--- src/rtl/score_seg_display.sv ---
// Score display stage: binary score -> BCD (multi-cycle double-dabble, saturating at 9999),
// then a 4-digit multiplexed 7-segment scanner with leading-zero blanking and an overflow dp.
module score_seg_display #(
  parameter int SCAN_DIV = 50000,
  parameter int SCORE_W  = 14
) (
  input  logic               board_clk,
  input  logic               rst_btn,
  input  logic [SCORE_W-1:0] score,
  input  logic               score_valid,
  output logic               busy,
  output logic               ovf,
  output logic [3:0]         AN,
  output logic [7:0]         SEG
);
  localparam int CW = (SCAN_DIV > 2) ? $clog2(SCAN_DIV) : 1;
  localparam logic [SCORE_W-1:0] LIMIT = SCORE_W'(9999);

  typedef enum logic [1:0] {IDLE, SHIFT, DONE} state_t;

  state_t             state_q, state_d;
  logic [15:0]        bcd_q, bcd_d;
  logic [SCORE_W-1:0] bin_q, bin_d;
  logic [3:0]         cnt_q, cnt_d;
  logic               ovf_nx_q, ovf_nx_d;
  logic [SCORE_W-1:0] pend_q, pend_d;
  logic               pend_vld_q, pend_vld_d;
  logic [15:0]        disp_bcd_q, disp_bcd_d;
  logic               disp_ovf_q, disp_ovf_d;

  logic               load;
  logic [SCORE_W-1:0] load_val;
  logic [15:0]        bcd_adj;

  always_comb begin
    for (int n = 0; n < 4; n++)
      bcd_adj[n*4 +: 4] = (bcd_q[n*4 +: 4] >= 4'd5) ? bcd_q[n*4 +: 4] + 4'd3 : bcd_q[n*4 +: 4];
  end

  always_comb begin
    state_d    = state_q;
    bcd_d      = bcd_q;
    bin_d      = bin_q;
    cnt_d      = cnt_q;
    ovf_nx_d   = ovf_nx_q;
    pend_d     = pend_q;
    pend_vld_d = pend_vld_q;
    disp_bcd_d = disp_bcd_q;
    disp_ovf_d = disp_ovf_q;
    load       = 1'b0;
    load_val   = score;
    case (state_q)
      IDLE: begin
        if (score_valid) load = 1'b1;
      end
      SHIFT: begin
        // Saturated value fits in 14 bits, so bit 13 is the MSB feeding the BCD side.
        bcd_d = {bcd_adj[14:0], bin_q[13]};
        bin_d = bin_q << 1;
        cnt_d = cnt_q + 4'd1;
        if (cnt_q == 4'd13) state_d = DONE;
        if (score_valid) begin
          pend_d     = score;
          pend_vld_d = 1'b1;
        end
      end
      DONE: begin
        disp_bcd_d = bcd_q;
        disp_ovf_d = ovf_nx_q;
        if (score_valid) begin
          load       = 1'b1;
          pend_vld_d = 1'b0;
        end else if (pend_vld_q) begin
          load       = 1'b1;
          load_val   = pend_q;
          pend_vld_d = 1'b0;
        end else begin
          state_d = IDLE;
        end
      end
      default: state_d = IDLE;
    endcase
    if (load) begin
      bin_d    = (load_val > LIMIT) ? LIMIT : load_val;
      ovf_nx_d = (load_val > LIMIT);
      bcd_d    = '0;
      cnt_d    = '0;
      state_d  = SHIFT;
    end
  end

  always_ff @(posedge board_clk) begin
    if (!rst_btn) begin
      state_q    <= IDLE;
      bcd_q      <= '0;
      bin_q      <= '0;
      cnt_q      <= '0;
      ovf_nx_q   <= 1'b0;
      pend_q     <= '0;
      pend_vld_q <= 1'b0;
      disp_bcd_q <= '0;
      disp_ovf_q <= 1'b0;
    end else begin
      state_q    <= state_d;
      bcd_q      <= bcd_d;
      bin_q      <= bin_d;
      cnt_q      <= cnt_d;
      ovf_nx_q   <= ovf_nx_d;
      pend_q     <= pend_d;
      pend_vld_q <= pend_vld_d;
      disp_bcd_q <= disp_bcd_d;
      disp_ovf_q <= disp_ovf_d;
    end
  end

  assign busy = (state_q != IDLE);
  assign ovf  = disp_ovf_q;

  // Scanner: free-running, independent of the converter.
  logic [CW-1:0] scan_q, scan_d;
  logic [1:0]    idx_q, idx_d;
  logic [3:0]    an_q, an_d;
  logic [7:0]    seg_q, seg_d;
  logic [3:0]    dig;
  logic          blank;

  function automatic logic [6:0] seg7(input logic [3:0] d);
    case (d)
      4'd0: seg7 = 7'h40;  4'd1: seg7 = 7'h79;  4'd2: seg7 = 7'h24;
      4'd3: seg7 = 7'h30;  4'd4: seg7 = 7'h19;  4'd5: seg7 = 7'h12;
      4'd6: seg7 = 7'h02;  4'd7: seg7 = 7'h78;  4'd8: seg7 = 7'h00;
      4'd9: seg7 = 7'h10;  default: seg7 = 7'h7F;
    endcase
  endfunction

  always_comb begin
    scan_d = scan_q + CW'(1);
    idx_d  = idx_q;
    if (scan_q == CW'(SCAN_DIV - 1)) begin
      scan_d = '0;
      idx_d  = idx_q + 2'd1;
    end
    dig = disp_bcd_q[idx_q*4 +: 4];
    case (idx_q)
      2'd3:    blank = (disp_bcd_q[15:12] == 4'd0);
      2'd2:    blank = (disp_bcd_q[15:8]  == 8'd0);
      2'd1:    blank = (disp_bcd_q[15:4]  == 12'd0);
      default: blank = 1'b0;
    endcase
    an_d  = ~(4'b0001 << idx_q);
    seg_d = blank ? 8'hFF : {~(disp_ovf_q && idx_q == 2'd3), seg7(dig)};
  end

  always_ff @(posedge board_clk) begin
    if (!rst_btn) begin
      scan_q <= '0;
      idx_q  <= '0;
      an_q   <= 4'hF;
      seg_q  <= 8'hFF;
    end else begin
      scan_q <= scan_d;
      idx_q  <= idx_d;
      an_q   <= an_d;
      seg_q  <= seg_d;
    end
  end

  assign AN  = an_q;
  assign SEG = seg_q;
endmodule

--- config.mk ---
export PLATFORM = sky130hd
export DESIGN_NAME = score_seg_display
export DESIGN_NICKNAME = d
export VERILOG_FILES = /design/src/rtl/score_seg_display.sv
export SDC_FILE = /design/constraint.sdc
export NUM_CORES = 1
export LEC_CHECK = 0
export ABC_AREA = 1
export BUFFER_PORTS_ARGS = -buffer_cell sky130_fd_sc_hd__buf_2
export CAP_MARGIN = 10
export CORE_MARGIN = 2
export CORE_UTILIZATION = 55
export DETAILED_ROUTE_END_ITERATION = 8
export PLACE_DENSITY_LB_ADDON = 0.12
export SKIP_LAST_GASP = 1
export SLEW_MARGIN = 10
export SYNTH_ARGS = -nofsm -noshare
export SYNTH_HDL_FRONTEND = slang
export SYNTH_SLANG_ARGS = --single-unit
--- constraint.sdc ---
create_clock -name board_clk -period 2.6 [get_ports board_clk]
set_input_delay 0 -clock board_clk [delete_from_list [all_inputs] [get_ports board_clk]]
set_output_delay 0 -clock board_clk [all_outputs]
set_load 0.02 [all_outputs]
Yosys cells after proc, flatten, opt, wreduce, memory -nomap -nowiden
Memories as Yosys holds them, arrays and structs flattened. A register that Yosys moved wholly into a read port is not among the register bits.
Index checks and enable logic that the tools add are counted.
{"block": "totals", "rom_bits": 112, "register_bits": 99, "mem_count": 1, "latch_bits": 0, "inputBits": 17, "elab_cells": 85, "ramBits": 0}
{"block": "classes", "n_lt_le_gt_ge": 5, "n_mul": 0, "div_mod_pow": 0, "bitwise_logic": 4, "shift": 2, "reduce_logical": 15, "n_eq_ne": 15, "muxes": 22, "add_sub_neg": 7}
{"name": "(name not given)", "depth": 16, "word_bits": 7, "read_ports": 1, "rd_clocked_by_memory_dff": 1, "wr": 0, "line_no": "128", "text": "case (d)"}
{"operator": "two-way mux 14 bit", "count": 6}
{"operator": "adder 16 x 1 -> 16 bit (second input constant)", "count": 1}
{"operator": "equality test 16 bit (second input constant)", "count": 1}
{"operator": "greater-or-equal comparator 4 x 3 -> 1 bit (second input constant)", "count": 4}
{"operator": "variable part select 16 x 5 -> 4 bit", "count": 1}
{"operator": "> comparator 14 bit (second input constant)", "count": 1}
{"operator": "adder 4 x 2 -> 4 bit (second input constant)", "count": 3}
{"operator": "zero test 12 bit", "count": 1}
{"operator": "two-way mux 4 bit", "count": 3}
{"operator": "inequality test 2 bit (second input constant)", "count": 5}
{"operator": "inequality test 3 bit (second input constant)", "count": 3}
{"operator": "zero test 8 bit", "count": 1}
{"operator": "AND reduction 4 bit", "count": 2}
{"operator": "equality test 2 bit (second input constant)", "count": 3}
{"operator": "two-way mux 2 bit", "count": 3}
{"operator": "one-hot mux 2 bit (3 select lines)", "count": 1}
{"operator": "nonzero test 2 bit", "count": 3}
{"operator": "OR reduction 2 bit", "count": 3}
{"operator": "two-way mux 1 bit", "count": 5}
{"operator": "adder 4 x 1 -> 4 bit (second input constant)", "count": 1}
{"operator": "equality test 2 x 1 -> 1 bit (second input constant)", "count": 2}
{"operator": "equality test 4 bit (second input constant)", "count": 1}
{"operator": "zero test 4 bit", "count": 1}
{"operator": "NOT 4 bit", "count": 1}
{"operator": "other kinds (10)", "count": 14}

Depth between registers and ports, before layout
Gate-level depths: netlist of run 1.
{"block": "depth", "word_depth": 6, "ltp_mapped": 14}

Least setup slack after synthesis of run 1
No wires, ideal clock.
{"block": "synth_timing", "kind": "register -> register", "start": "reg idx_q[1]", "end": "reg seg_q[0] (netlist: SEG[0])", "t_required_ps": 2467, "setup_time_ps": 133, "setup_slack_ps": 774, "n_path_buf": 0, "arrival_time_ps": 1693, "path_stages_with_launch": 11, "period_less_slack_ps": 1826, "path_cell_list": "dfxtp_1 -> clkinv_1 -> a21oi_1 -> a32o_1 -> inv_1 -> ha_1 -> or2_2 -> o211ai_1 -> nand2_1 -> inv_1 -> nand2_1"}
{"block": "synth_via", "elab_chain_cells": 3}
{"item": "start: declaration", "line_no": "121", "text": "logic [1:0] idx_q, idx_d;"}
{"item": "start signal: assignment", "line_no": "162", "text": "idx_q <= idx_d;"}
{"item": "equality test 2 x 1 -> 1 bit or equality test 2 bit (tied branches)", "line_no": "144", "text": "case (idx_q)"}
{"item": "one-hot mux 1 bit (3 select lines)", "line_no": "144"}
{"item": "OR reduction 2 bit (no source line)"}
{"item": "end: declaration", "line_no": "123", "text": "logic [7:0] seg_q, seg_d;"}
Several ways; a longest one is shown, not always the timed one.
A chain may end at the register's enable or synchronous reset.

Final worst setup path of run 1
Ends and elaborated chain as after synthesis.

==> impl_metrics.csv, run 1 <==
group,metric,value,unit
cts,cts_tree,"done",
worst_hold_path,hp-class,"in2reg",
yosys,syn_nets,675,
worst_hold_path,whs_path_depth,3,
route,drtAntennaViolNets,0,
yosys,synth_commonest_cells,"137 x nand2_1, 99 x dfxtp_1, 69 x inv_1",
cts,clock_sinks,99,
floorplan,chipWidth,96.02,um
timing,slew_headroom,57.77,%
route,drc,0,
power,swShare,25.69,%
power,p_clk_share,33.5,%
route,via_per_inst,5.222,
yosys,synth_cells,637,
cells_and_area,diodes,0,
route,vias,4099,
grt,antenna_found_initial,0,
timing,skew,0.01152,ns
power,power.density,559.9,nW/um^2
yosys,ys_seq_area_share,42.56,%
setup_path,reg2regPathDepth,10,
cts,htreeDepth,3,
yosys,ys.flop_type,"dfxtp_1",
timing,setup_viol,0,
yosys,synthArstFlopShare,0,%
yosys,synth-edff-count,0,
place,gp_congestion,0.8566,
power,seq_power_share,55.3,%
timing,drv_slew,0,
yosys,syn_area_per_cell,7.311,um^2
cts,ctsRootBufferMaster,"clkbuf_8",
floorplan,fp.coreArea,8217,um^2
timing,clock.fmax,482.7,MHz
power,power.leakage,0.002227,uW
timing,tightest_slew,0.6319,ns
grt,grtUsageTotal,23.16,%
grt,grt_pass1_vias,3915,
cts,cts_inserted_buffers,9,
timing,finalSetupTns,0,ns
setup_path,critical-path-slowest-cell,"dfxtp_1",
floorplan,ioPinCount,31,
setup_path,worstReg2RegEnd,"SEG[0]",
setup_path,crit_chain,"clkinv_1 -> a21oi_1 -> a32o_1 -> inv_1 -> ha_1 -> or2_2 -> o211ai_1 -> nand2_1 -> inv_1 -> nand2_1",
cts,path_clk_slew,0.10,ns
worst_hold_path,hold_end,"pend_q[9]",
yosys,synthDistinctLibCells,34,
timing,final.period_utilization,79.68,%
grt,grt_max_degree,40,
place,dp_hpwl,6837,um
route,drtIter0Drc,124,
yosys,yosys.area.top_type,"dfxtp_1",
worst_hold_path,min-delay-start,"score_valid",
setup_path,regToRegStartpoint,"idx_q[1]",
cells_and_area,final_area,5220,um^2
timing,rsz0062_at_grt,"false",
run,drv_cap,0,
setup_path,r2r_slack,0.53,ns
power,vdd_drop_max,349.1,uV
setup_path,critical-path-max-stage-delay,0.42,ns
yosys,synth.most_common_cell,"nand2_1",
timing,whs,0.03025,ns
yosys,syn-cell-area,4657,um^2
run_status,status,"completed",
route,wl_per_cell,12.57,um
power,p_comb_share,11.3,%
yosys,synth_seq_cells,99,
floorplan,start_util,56.68,%
route,first_pass_iters,4,
floorplan,dieArea,9219,um^2
timing,fin_crit,2.072,ns
grt,grt_pass1_wl,16940,um
timing,hold_violations,0,
setup_path,start_kind,"register",
cts,clk_path_buf_depth,2,
yosys,ys.warnings.count,0,
floorplan,rows,33,
power,switchingPower,750.8,uW
cells_and_area,area_growth,12.09,%
setup_path,worst-path-max-fanout,10,
route,routed_wl,9869,um
power,p_int,2172,uW
place,placed_area,4885,um^2
cts,cts_setup_buffers,0,
setup_path,arrival,2.30,ns
cells_and_area,final_nets,713,
yosys,yosysTopAreaCellShare,42.56,%
place,port_buffers,30,
yosys,synthTopCellsByArea,"dfxtp_1 43%, nand2_1 11%, a21oi_1 6.8%, ha_1 5.6%, inv_1 5.6%",
setup_path,required,2.83,ns
setup_path,end_kind,"register",
grt,grt_overflow,0,
cts,clock_latency,0.36,ns
cells_and_area,drive_gt1_share,10.15,%
setup_path,crit_type,"reg2reg",
floorplan,fp.dieH,96.02,um
## kinds of logic after synthesis
logic type	share of synthesized area, %
buf+inv	8.248
compound gates	16.58
flops	42.56
xor+xnor	2.633
simple gates	24.34
fa+ha+maj	5.642
## metrics by stage
stage | worst slack [ns] | utilization (%) | power [uW] | instances
floorplan | 0.7744 | - | 1870 | 637
global placement | 0.6464 | 59.45 | 1954 | 755
detailed placement | 0.5368 | 59.45 | 1962 | 755
CTS | 0.5171 | 63.53 | 2945 | 785
global route | 0.3480 | 63.53 | 3058 | 785
finish | 0.5284 | 63.53 | 2923 | 785
## sequential cells by signal, indices dropped and copies added, names as in the netlist, 4 cells and up
signal,flops
SEG,8
bcd_q,16
pend_q,14
cnt_q,4
disp_bcd_q,16
AN,4
scan_q,16
bin_q,14
## critical path: cells and delay by family, from the launching register on
family / cells / cell delay [ns]
AND/OR/NAND/NOR: 3 / 0.42
AO/OA/AOI/OAI: 3 / 0.53
flip-flops: 1 / 0.42
adder cells (fa/ha/maj): 1 / 0.18
buffers and inverters: 3 / 0.41
## layout make-up
class	instances	area [um^2]
clock buffer	12	145.1
clock inverter	4	50.05
fill	776	2997
inverter	74	277.8
multi-input combinational	440	2291
sequential	99	1982
tap	105	131.4
timing repair buffer	51	342.8
## worst max path at each step
stage / to / slack (ns) / startpoint
after floorplan: SEG[0] / 0.77 / idx_q[1]
after global placement: SEG[0] / 0.65 / idx_q[0]
after detailed placement: SEG[0] / 0.54 / idx_q[0]
after CTS: SEG[0] / 0.52 / idx_q[1]
after global routing: SEG[0] / 0.35 / idx_q[1]
final: SEG[0] / 0.53 / idx_q[1]
## layout by cell type, fill, tap and decap left out, types with 3 or more instances in the layout
master and n:
nand2_1 137, buf_2 30, buf_4 7, inv_1 69, nor4_1 5, o211ai_1 11
nand3_1 38, nor2_4 3, dfxtp_1 99, xor2_1 12, o221ai_1 4, dlygate4sd3_1 14
a21oi_1 63, nand4_1 4, clkbuf_8 10, ha_1 21, o21ai_0 51, inv_2 3
nor3_1 10, or2_2 8, a31oi_1 5, nor2_1 54
## metal layers
metal	wire length [um]	global-route usage [%]
met5	0	0
met4	115	5.238
met1	4711	28.33
met2	4756	41.49
met3	285	4.933
## power groups by stage
| stage | sequential, uW | combinational [uW] | clock, uW |
|---|---|---|---|
| after floorplan | 1650 | 219 | 0 |
| after global placement | 1650 | 304 | 0 |
| after detailed placement | 1650 | 311 | 0 |
| after CTS | 1620 | 328 | 1000 |
| after global routing | 1620 | 375 | 1060 |
| final | 1620 | 329 | 978 |
## timing repair
action / CTS / global route
endpoints found under the hold margin: 14 / 0
hold buffers: 14 / 0
resized for setup: 0 / 0
Note: power is estimated with default switching activity, not from simulation.
==> inputs of run 2 (changes only) <==
CORE_UTILIZATION = 54   (was 55)
clock period = 1.7 ns   (was 2.6 ns; I/O delays follow)
==> impl_metrics.csv, run 2 (synthesis gave the netlist of run 1 again) <==
group,metric,value,unit
route,drtAntennaViolNets,0,
floorplan,ioPinCount,31,
setup_path,arrival,1.98,ns
cts,cts_inserted_buffers,9,
cts,htreeDepth,3,
grt,antenna_found_initial,0,
setup_path,cpMostUsedCell,"nand2_1",
worst_hold_path,hp-class,"in2reg",
setup_path,end_kind,"register",
place,placed_area,5066,um^2
power,power.density,809.1,nW/um^2
cells_and_area,top_regs,"bcd_q: 16 flops, disp_bcd_q: 16 flops, scan_q: 16 flops",
timing,tightest_slew,0.4894,ns
worst_hold_path,hold_end,"pend_q[7]",
route,first_pass_iters,4,
setup_path,crit_path_start,"state_q[1]",
timing,clock.fmax,599.8,MHz
timing,final.period_utilization,98.08,%
setup_path,start_kind,"register",
cts,clock_sinks,99,
grt,grt_pass1_vias,4082,
route,via_per_inst,5.222,
place,dp_hpwl,7060,um
cts,path_clk_slew,0.10,ns
floorplan,dieArea,9383,um^2
route,wl_per_cell,12.77,um
setup_path,r2r_slack,0.03,ns
cells_and_area,most-common-layout-cells,"128 x nand2_1, 94 x dfxtp_1, 66 x inv_1, 58 x a21oi_1, 52 x nor2_1",
timing,finalSetupTns,0,ns
run,drv_cap,0,
worst_hold_path,whs_path_depth,4,
setup_path,reg2regPathDepth,13,
place,gp_congestion,0.9525,
setup_path,crit_type,"reg2reg",
timing,rsz0062_at_grt,"true",
timing,hold_violations,0,
floorplan,start_util,56.11,%
route,drtIter0Drc,154,
setup_path,worstReg2RegEnd,"ovf_nx_q",
cells_and_area,fin_util,67.81,%
setup_path,regToRegStartpoint,"state_q[1]",
cells_and_area,multi_input_area,2429,um^2
grt,grt_overflow,0,
cts,clk_path_buf_depth,2,
power,power.leakage,0.002414,uW
place,port_buffers,30,
grt,grt_max_degree,40,
timing,fin_crit,1.667,ns
place,dp_cells,778,
cells_and_area,drive_gt1_share,19.38,%
timing,slew_headroom,67.08,%
timing,drv_slew,0,
floorplan,rows,33,
timing,skew,0.01346,ns
grt,grt_pass1_wl,17600,um
cells_and_area,final_nets,745,
setup_path,critical-path-slowest-cell,"dfxtp_2",
cells_and_area,nFillCells,712,
worst_hold_path,min-delay-start,"rst_btn",
cells_and_area,fin_cells,817,
grt,grtUsageTotal,22.11,%
cells_and_area,area_growth,20.85,%
route,vias,4266,
cells_and_area,layout_commonest_cell,"nand2_1",
cells_and_area,final_area,5628,um^2
cts,ctsRootBufferMaster,"clkbuf_8",
cells_and_area,ff_latch_area,1993,um^2
setup_path,required,2.01,ns
run_status,status,"completed",
cts,cts_tree,"done",
route,routed_wl,10430,um
route,drc,0,
setup_path,critical-path-max-stage-delay,0.35,ns
floorplan,chipWidth,96.87,um
setup_path,path_delay_family,"simple AND/OR/NAND/NOR gates",
timing,setup_viol,0,
setup_path,cp.buffers_inverters,2,
floorplan,fp.coreArea,8299,um^2
floorplan,fp.dieH,96.87,um
power,vdd_drop_max,442.2,uV
cells_and_area,diodes,0,
setup_path,worst-path-max-fanout,8,
setup_path,crit_chain,"inv_2 -> nor2_4 -> buf_8 -> nand3_2 -> nand2_2 -> nor2_1 -> nand2_1 -> nand2_1 -> nand2_2 -> nand2_4 -> nor2_4 -> nand2_1 -> nand2_1",
cts,clock_latency,0.37,ns
run 2: cell types whose count changed in the layout (fill, tap and decap cells not counted), sizes merged:
cell	previous run	this run
clkbuf	12	10
clkinvlp	2	4
nand2	140	141
buf	37	68
run 2: area by class of cell:
class,count,area share (%)
clock buffers,10,2.268
well taps,105,2.334
flip-flops and latches,99,35.42
clock inverters,6,1.178
inverters,74,5.136
multi-input cells,441,43.15
repair buffers,82,10.52
run 2: worst max-delay path by stage:
| stage | endpoint | cells past startpoint |
|---|---|---|
| global placement | SEG[0] | 8 |
| CTS | scan_q[14] | 11 |
| detailed placement | bin_q[0] | 11 |
| global route | scan_q[14] | 11 |
| finish | ovf_nx_q | 13 |
| floorplan | SEG[0] | 10 |
run 2: what timing repair did:
item	CTS	global route
setup buffers	0	7
hold buffers	14	0
pin swaps	0	11
cloned	0	2
setup endpoints to repair	15	26
hold endpoints to repair	15	0
resized for setup	4	43
run 2: power breakdown:
group,internal (uW),leakage (uW),switching (uW)
Sequential,2410,0.000810,56.7
Clock,681,0.0000885,821
Combinational,232,0.00152,348
Total,3330,0.00241,1230
run 2: worst register-to-register path, delay by kind of cell, from the launching register on:
kind / cells / cell delay (ns)
buffers and inverters: 2 / 0.25
flip-flops: 1 / 0.35
AND/OR/NAND/NOR: 11 / 1.03
run 2: through the flow:
stage / hold WS [ns] / setup slack (ns) / power, uW
after floorplan: 0.1675 / 0.003318 / 2860
after global placement: 0.2846 / 0.01489 / 3015
final: 0.09850 / 0.03268 / 4553
after detailed placement: 0.2873 / -0.04472 / 3031
after global routing: 0.1038 / -0.1237 / 4751
after CTS: 0.09154 / 0.008726 / 4551
run 2: per-layer routing:
| metal | global-route usage [%] | up-vias | wire length, um |
|---|---|---|---|
| met3 | 4.624 | 16 | 358 |
| met1 | 27.39 | 1955 | 4860 |
| li1 | - | 2219 | - |
| met5 | 0 | - | 0 |
| met2 | 38.89 | 76 | 5045 |
| met4 | 6.067 | 0 | 167 |
==> inputs of run 3 (changes only) <==
CORE_UTILIZATION = 55   (was 54)
clock period = 1.93 ns   (was 1.7 ns; I/O delays follow)
==> impl_metrics.csv, run 3 (synthesis gave the netlist of run 1 again) <==
group,metric,value,unit
route,drc,0,
cells_and_area,layout_commonest_cell,"nand2_1",
setup_path,worstReg2RegEnd,"ovf_nx_q",
route,routed_wl,10060,um
cells_and_area,final_area,5416,um^2
timing,tightest_slew,0.5733,ns
cts,ctsRootBufferMaster,"clkbuf_8",
power,p_comb_share,11.3,%
grt,grt_pass1_wl,16650,um
grt,grt_max_degree,40,
setup_path,worst-path-max-fanout,21,
power,swShare,25.76,%
route,first_pass_iters,5,
setup_path,required,2.24,ns
timing,fin_crit,1.768,ns
power,power.density,754.7,nW/um^2
cells_and_area,top_regs,"bcd_q: 16 flops, disp_bcd_q: 16 flops, scan_q: 16 flops",
place,placed_area,4960,um^2
setup_path,endpoint,"ovf_nx_q",
route,vias,4130,
grt,grt_overflow,0,
place,gp_congestion,0.8657,
timing,clock.fmax,565.6,MHz
floorplan,fp.dieH,96.02,um
timing,final.period_utilization,91.60,%
power,switchingPower,1053,uW
run,drv_cap,0,
cts,clk_path_buf_depth,2,
floorplan,ioPinCount,31,
place,dp_cells,765,
timing,hold_violations,0,
worst_hold_path,whs_path_depth,3,
cts,clock_latency,0.37,ns
cts,clock_sinks,99,
route,wl_per_cell,12.56,um
cts,htreeDepth,3,
cts,cts_tree,"done",
setup_path,crit_type,"reg2reg",
route,drtIter0Drc,159,
timing,drv_slew,0,
cts,cts_inserted_buffers,9,
timing,skew,0.01725,ns
setup_path,r2r_slack,0.16,ns
floorplan,dieArea,9219,um^2
run_status,status,"completed",
setup_path,reg2regPathDepth,11,
cells_and_area,diodes,0,
setup_path,arrival,2.08,ns
cells_and_area,fin_cells,801,
setup_path,crit_path_start,"state_q[1]",
grt,grtUsageTotal,22.72,%
setup_path,start_kind,"register",
cells_and_area,most-common-layout-cells,"136 x nand2_1, 98 x dfxtp_1, 68 x inv_1, 63 x a21oi_1, 53 x nor2_1",
power,p_clk_share,35.5,%
floorplan,rows,33,
cells_and_area,area_growth,16.31,%
power,seq_power_share,53.3,%
power,p_int,3035,uW
power,power.leakage,0.002331,uW
cts,path_clk_slew,0.11,ns
route,via_per_inst,5.156,
setup_path,regToRegStartpoint,"state_q[1]",
setup_path,end_kind,"register",
floorplan,start_util,56.68,%
route,drtAntennaViolNets,0,
worst_hold_path,hp-class,"in2reg",
cells_and_area,final_nets,729,
floorplan,fp.coreArea,8217,um^2
cells_and_area,nFillCells,703,
grt,grt_pass1_vias,3799,
power,vdd_drop_max,459.1,uV
timing,slew_headroom,61.69,%
cells_and_area,drive_gt1_share,13.22,%
place,port_buffers,30,
place,dp_hpwl,6882,um
grt,antenna_found_initial,0,
floorplan,chipWidth,96.02,um
timing,setup_viol,0,
## run 3: changes by cell type in the layout (fill, tap and decap cells not counted), sizes merged
cell / before / now
buf: 68 / 52
bufinv: 1 / 2
clkinv: 3 / 7
clkinvlp: 4 / 0
nand2: 141 / 140
## run 3: routing by layer
metal  wire [um]  vias up  global-route usage (%)
met2        4751       70                   39.00
met4         146        0                   7.381
li1            -     2179                       -
met1        4816     1871                   28.38
met5           0        -                       0
met3         344       10                   4.699
## run 3: worst max-delay path: stages, from the launching register on
cell and delay, ns:
dfxtp_1 0.37, inv_2 0.07, nor2_4 0.23, nand2_8 0.14
inv_1 0.09, or2_2 0.10, o21ai_0 0.12, inv_1 0.14
nand2_4 0.10, nor2_4 0.20, nand2_1 0.09, nand2_1 0.07
## run 3: worst min-delay path by stage
| stage | from | slack [ns] | to |
|---|---|---|---|
| 2_1_floorplan | score[13] | 0.17 | pend_q[13] |
| 3_3_place_gp | score[8] | 0.28 | pend_q[8] |
| 5_1_grt | score_valid | 0.02 | pend_q[10] |
| 3_5_place_dp | score[6] | 0.29 | pend_q[6] |
| 6_report | score_valid | 0.006 | pend_q[7] |
| 4_1_cts | score_valid | 0.006 | pend_q[6] |
## run 3: cell type report
class / count / area [um^2] / share of cell area [%]
well taps: 105 / 131.4 / 2.426
multi-input cells: 440 / 2315 / 42.74
clock buffers: 9 / 123.9 / 2.287
clock inverters: 7 / 92.59 / 1.709
inverters: 74 / 277.8 / 5.128
repair buffers: 67 / 493.0 / 9.101
flip-flops and latches: 99 / 1983 / 36.61
## run 3: repair_timing
action | CTS | global route
buffers inserted | 0 | 5
setup endpoints to repair | 2 | 23
pin swaps | 0 | 3
hold buffers | 14 | 0
resized for setup | 1 | 9
hold endpoints to repair | 14 | 0
cloned | 0 | 1
## run 3: per-stage QoR
stage               total power (uW)  TNS [ns]  hold slack (ns)  util (%)  setup WS [ns]
finish                          4088         0         0.005632     65.92         0.1621
global route                    4251  -0.04269          0.02441     65.92       -0.03046
CTS                             4092         0         0.006141     64.70        0.01833
detailed placement              2648         0           0.2877     60.36        0.02471
global placement                2637         0           0.2806     60.36        0.05745
floorplan                       2519         0           0.1675         -         0.1044
## run 3: power by group through the flow
stage               Sequential [uW]  Combinational [uW]  Clock (uW)
floorplan                      2220                 294           0
global placement               2220                 416           0
detailed placement             2220                 425           0
CTS                            2180                 449        1470
global route                   2190                 522        1540
finish                         2180                 461        1450
